[src/rtl/fib_pkg.sv]
// -----------------------------------------------------------------------------
// fib_pkg
// Shared definitions for the Fibonacci stack sequencer:
//   - default widths and the largest accepted operand
//   - leaf threshold of the recursion (x < 2 is a leaf)
//   - FSM state encoding
// -----------------------------------------------------------------------------
package fib_pkg;

    localparam int DEF_DATA_W = 128;  // stack word width
    localparam int DEF_N_W    = 8;    // operand width
    localparam int DEF_RES_W  = 64;   // accumulator / result width
    localparam int DEF_MAX_N  = 93;   // fib(93) is the largest value fitting 64 bits

    // Values below this are leaves of the recursion and contribute themselves.
    localparam int LEAF_LIMIT = 2;

    typedef enum logic [2:0] {
        IDLE   = 3'd0,
        PUSH_N = 3'd1,
        CHECK  = 3'd2,
        EVAL   = 3'd3,
        PUSH_B = 3'd4,
        DONE   = 3'd5
    } state_t;

endpackage

[src/rtl/fib_stack_ctrl.sv]
// -----------------------------------------------------------------------------
// fib_stack_ctrl
// Computes fib(n) with a work-list recursion kept on an external LIFO stack:
// push n; repeatedly pop x; a leaf (x < 2) adds x to the accumulator,
// otherwise x-1 and then x-2 are pushed back. The run ends when the stack
// is empty.
//
// Ports:
//   clk, rst    clock, asynchronous active-high reset (shared with the stack)
//   start, n    request and operand, sampled only in IDLE
//   busy        high from the cycle after acceptance through the DONE cycle
//   done, err   single-cycle completion pulse; err marks n > MAX_N
//   result      fib(n), valid from done, held until the next completion
//   st_push, st_pop, st_tos, st_din   stack controls (st_tos tied low)
//   st_dout     stack read data, registered, valid the cycle after pop
//   st_empty    stack empty flag
// -----------------------------------------------------------------------------
module fib_stack_ctrl
    import fib_pkg::*;
#(
    parameter int DATA_W = DEF_DATA_W,
    parameter int N_W    = DEF_N_W,
    parameter int RES_W  = DEF_RES_W,
    parameter int MAX_N  = DEF_MAX_N
) (
    input  logic              clk,
    input  logic              rst,
    input  logic              start,
    input  logic [N_W-1:0]    n,
    output logic              busy,
    output logic              done,
    output logic              err,
    output logic [RES_W-1:0]  result,
    output logic              st_push,
    output logic              st_pop,
    output logic              st_tos,
    output logic [DATA_W-1:0] st_din,
    input  logic [DATA_W-1:0] st_dout,
    input  logic              st_empty
);

    state_t           state_r;
    state_t           next_s;
    logic [N_W-1:0]   n_reg_r;
    logic [N_W-1:0]   x_reg_r;
    logic [RES_W-1:0] acc_r;
    logic [N_W-1:0]   x_s;
    logic             n_ok_s;
    logic             unused_dout_hi_s;

    // Only the low N_W bits of a stack word ever carry a value.
    assign x_s              = st_dout[N_W-1:0];
    assign unused_dout_hi_s = ^st_dout[DATA_W-1:N_W];
    assign n_ok_s           = (int'(n) <= MAX_N);
    assign st_tos           = 1'b0;

    // Next-state and stack strobe decode; strobes depend on state only
    // (plus the popped value in EVAL), so push and pop are never both high.
    always_comb begin
        next_s  = state_r;
        st_push = 1'b0;
        st_pop  = 1'b0;
        st_din  = '0;
        case (state_r)
            IDLE: begin
                if (start) begin
                    if (n_ok_s) begin
                        next_s = PUSH_N;
                    end else begin
                        next_s = DONE;
                    end
                end else begin
                    next_s = IDLE;
                end
            end
            PUSH_N: begin
                st_push = 1'b1;
                st_din  = DATA_W'(n_reg_r);
                next_s  = CHECK;
            end
            CHECK: begin
                // Last push/pop was a cycle ago, so the empty flag is settled.
                if (st_empty) begin
                    next_s = DONE;
                end else begin
                    st_pop = 1'b1;
                    next_s = EVAL;
                end
            end
            EVAL: begin
                if (x_s < N_W'(LEAF_LIMIT)) begin
                    next_s = CHECK;
                end else begin
                    st_push = 1'b1;
                    st_din  = DATA_W'(x_s - N_W'(1));
                    next_s  = PUSH_B;
                end
            end
            PUSH_B: begin
                st_push = 1'b1;
                st_din  = DATA_W'(x_reg_r - N_W'(2));
                next_s  = CHECK;
            end
            DONE: begin
                next_s = IDLE;
            end
            default: begin
                next_s = IDLE;
            end
        endcase
    end

    // State register, datapath registers and registered status outputs.
    always_ff @(posedge clk or posedge rst) begin
        if (rst) begin
            state_r <= IDLE;
            n_reg_r <= '0;
            x_reg_r <= '0;
            acc_r   <= '0;
            result  <= '0;
            busy    <= 1'b0;
            done    <= 1'b0;
            err     <= 1'b0;
        end else begin
            state_r <= next_s;
            done    <= (next_s == DONE);
            // err can only be raised on the rejection path out of IDLE.
            err     <= (state_r == IDLE) && start && !n_ok_s;
            case (state_r)
                IDLE: begin
                    if (start) begin
                        if (n_ok_s) begin
                            n_reg_r <= n;
                            acc_r   <= '0;
                            busy    <= 1'b1;
                        end else begin
                            result  <= '0;
                        end
                    end
                end
                CHECK: begin
                    if (st_empty) begin
                        result <= acc_r;
                    end
                end
                EVAL: begin
                    if (x_s < N_W'(LEAF_LIMIT)) begin
                        acc_r <= acc_r + RES_W'(x_s);
                    end else begin
                        x_reg_r <= x_s;
                    end
                end
                DONE: begin
                    busy <= 1'b0;
                end
                default: begin
                    busy <= busy;
                end
            endcase
        end
    end

endmodule
[config.mk]
export PLATFORM = sky130hd
export DESIGN_NAME = fib_stack_ctrl
export DESIGN_NICKNAME = d
export VERILOG_FILES = /design/src/rtl/fib_pkg.sv /design/src/rtl/fib_stack_ctrl.sv
export SDC_FILE = /design/constraint.sdc
export NUM_CORES = 1
export LEC_CHECK = 0
export BUFFER_PORTS_ARGS = -buffer_cell sky130_fd_sc_hd__buf_2
export CORE_MARGIN = 8
export CORE_UTILIZATION = 35
export CTS_CLUSTER_SIZE = 30
export DETAILED_ROUTE_END_ITERATION = 10
export HOLD_SLACK_MARGIN = 0.03
export PLACE_DENSITY_LB_ADDON = 0.12
export SKIP_CTS_REPAIR_TIMING = 1
export SYNTH_ARGS = -nofsm -noshare
export SYNTH_HDL_FRONTEND = slang
export SYNTH_SLANG_ARGS = --single-unit
export TNS_END_PERCENT = 100
[constraint.sdc]
create_clock -name clk -period 5.4 [get_ports clk]
set_input_delay 0.54 -clock clk [delete_from_list [all_inputs] [get_ports clk]]
set_output_delay 0.54 -clock clk [all_outputs]
set_load 0.01 [all_outputs]
==> results_dict.tcl <==
set metrics [dict create \
    outcome "complete, no violations" \
    syn_area_mm2 0.00821 \
    timing.rr.end "acc_r[46]" \
    finalHoldViolCount 0 \
    rsz0062_at_grt "false" \
    max_slew.worst_pin.slew_ns 1.13 \
    post_dp_cell_area_mm2 0.00870 \
    finalCritPeriodShare 0.652 \
    cts_root_buf "clkbuf_16" \
    drive_above_1_share 0.270 \
    drt_iter0_markers 347 \
    clock_skew_ns 0.0109 \
    first_pass_iters 5 \
    p_leak_uw 0.00462 \
    cp_max_fo 87 \
    slew_violations 0 \
    critPathCaptureType "output port" \
    final_cell_mix "216 x buf_2, 207 x nand2_1, 150 x dfrtp_1" \
    via_count 6375 \
    synth_warnings 0 \
    grt_pass1_vias 6400 \
    yosysSeqAreaShare 0.457 \
    synth-main-ff-cell "dfrtp_1" \
    n_fill_cell 2432 \
    grt_usage 0.155 \
    clock-sinks 150 \
    fin_nets 1161 \
    antenna_found_initial 2 \
    antennaDiodeCount 0 \
    cts_buffers 17 \
    powerDensity_mw_per_mm2 361 \
    r2r_slack_ns 2.02 \
    synth.distinct_cells 57 \
    cp.arrival_ns 2.98 \
    cts_tree "built" \
    initial_core_util 0.353 \
    r2r_start "state_r[0]" \
    hp-class "in -> async" \
    layout_commonest_cell "buf_2" \
    path_class "reg -> out" \
    routed_wl_mm 22.1 \
    grt_first_pass_wirelength_mm 35.6 \
    cts_buffer_depth 2 \
    globalRoute.totalOverflow 0 \
    syn_area_per_cell_um2 8.82 \
    die-area_mm2 0.0286 \
    portBuffers 216 \
    worstSetupStartpointType "flip-flop" \
    drc 0 \
    synthArstFlopShare 1.00 \
    wl_per_cell_um 16.5 \
    gp_congestion 0.768 \
    detailed_place_hpwl_mm 15.4 \
    ios 338 \
    path_clk_slew_ns 0.06 \
    period_minus_slack_ns 3.52 \
    postSynthCellCount 930 \
    required_ns 4.86 \
    rr_worst_depth 6 \
    post_drt_via_cell_ratio 4.75 \
    die_w_um 169 \
    synth_seq_cells 150 \
    fin_area_mm2 0.00932 \
    tns_ns 0 \
    setup_violations 0 \
    fmax_mhz 284 \
    relSlewSlack 0.249 \
    crit_path_top_delay_cell "buf_4" \
    critPathMaxStageDelay_ns 0.53 \
    synth_nets 1081 \
    ir_drop_v 0.000179 \
    synth-edff-count 0 \
    htreeDepth 4 \
    clk_latency_ns 0.42 \
    maxCapViolCount 0 \
    fp.dieH_um 169 \
    grt_max_degree 99 \
    areaGrowthSynthToFinish_pct 13.6 \
    core_area_mm2 0.0233 \
    rows 56 \
    postRouteAntennaNets 0 \
    cp_cell_sequence "nand2b_1 -> or2_2 -> nor2_1 -> a32o_2 -> buf_4 -> buf_2" \
]
[flip-flops by register name, indices dropped and copies added (netlist names)]
| register | flops |
|---|---|
| acc_r | 64 |
| busy | 1 |
| done | 1 |
| err | 1 |
| n_reg_r | 8 |
| result | 64 |
| state_r | 3 |
| x_reg_r | 8 |
[cell usage after synthesis, types with 2 or more instances]
master,instances,area [um^2]
a21oi_1,11,55.1
a22o_1,2,17.5
a22oi_1,4,30.0
a31oi_1,2,12.5
and3_1,12,75.1
buf_2,3,15.0
buf_4,120,901
clkbuf_1,40,150
dfrtp_1,150,3750
ha_1,10,125
inv_1,14,52.6
nand2_1,207,777
nand2b_1,6,37.5
nand3_1,19,95.1
nand4_1,12,75.1
nor2_1,68,255
nor2b_1,4,25.0
nor3_1,28,140
nor3b_1,5,37.5
nor4_1,14,87.6
nor4b_1,4,35.0
nor4b_2,4,60.1
o21a_1,3,22.5
o21ai_0,78,390
o221ai_1,3,26.3
o22ai_1,4,25.0
o31ai_1,3,22.5
o41ai_1,2,17.5
or2_2,3,18.8
or3_1,5,31.3
xnor2_1,53,464
xor2_1,12,105
[worst max-delay path: cells and delay by family (launching register included)]
kind	cells	cell delay [ns]
compound gates	1	0.51
simple gates	3	0.80
flops	1	0.48
buf+inv	2	0.77
[worst max path at each step]
stage | from | end | cells past startpoint
after floorplan | rst | acc_r[0] | 1
after global routing | state_r[2] | st_din[85] | 6
after global placement | start | acc_r[46] | 7
after CTS | state_r[2] | st_din[103] | 6
after detailed placement | st_dout[2] | acc_r[15] | 8
final | state_r[2] | st_din[16] | 6
[where the power goes]
part / total (uW) / internal, uW / switching [uW]
Combinational: 789 / 262 / 527
Clock: 1240 / 765 / 479
Sequential: 1330 / 1230 / 99.3
[layer usage]
metal / GRT usage / up-vias / wire [um]
li1: - / 3144 / -
met1: 0.199 / 3012 / 10000
met2: 0.247 / 199 / 9910
met3: 0.0501 / 16 / 1890
met4: 0.0400 / 4 / 256
met5: 0 / - / 27
[cell families after synthesis]
family                   share of synthesized area
AO/OA/AOI/OAI                               0.0924
XOR/XNOR                                    0.0694
adder cells (fa/ha/maj)                     0.0177
buffers and inverters                        0.138
flip-flops                                   0.457
other                                     0.000457
AND/OR/NAND/NOR                              0.225
[cell type report]
cell class,instances,area (um^2),share of cell area
multi-input cells,602,3340,0.359
inverters,14,57.6,0.00618
repair buffers,225,1150,0.123
flip-flops and latches,150,3750,0.403
clock inverters,11,148,0.0158
clock buffers,21,470,0.0505
well taps,319,399,0.0428
[through the flow]
stage,setup WS [ns],utilization,instances,power (uW),hold WS [ns]
finish,1.88,0.401,1342,3360,0.299
detailed placement,1.90,0.374,1310,2160,0.471
global placement,1.90,0.374,1310,2160,0.464
global route,1.47,0.401,1342,3570,0.305
floorplan,0.824,-,930,1930,0.446
CTS,1.81,0.401,1342,3430,0.300
No activity file was read; power rests on OpenSTA's default activity.
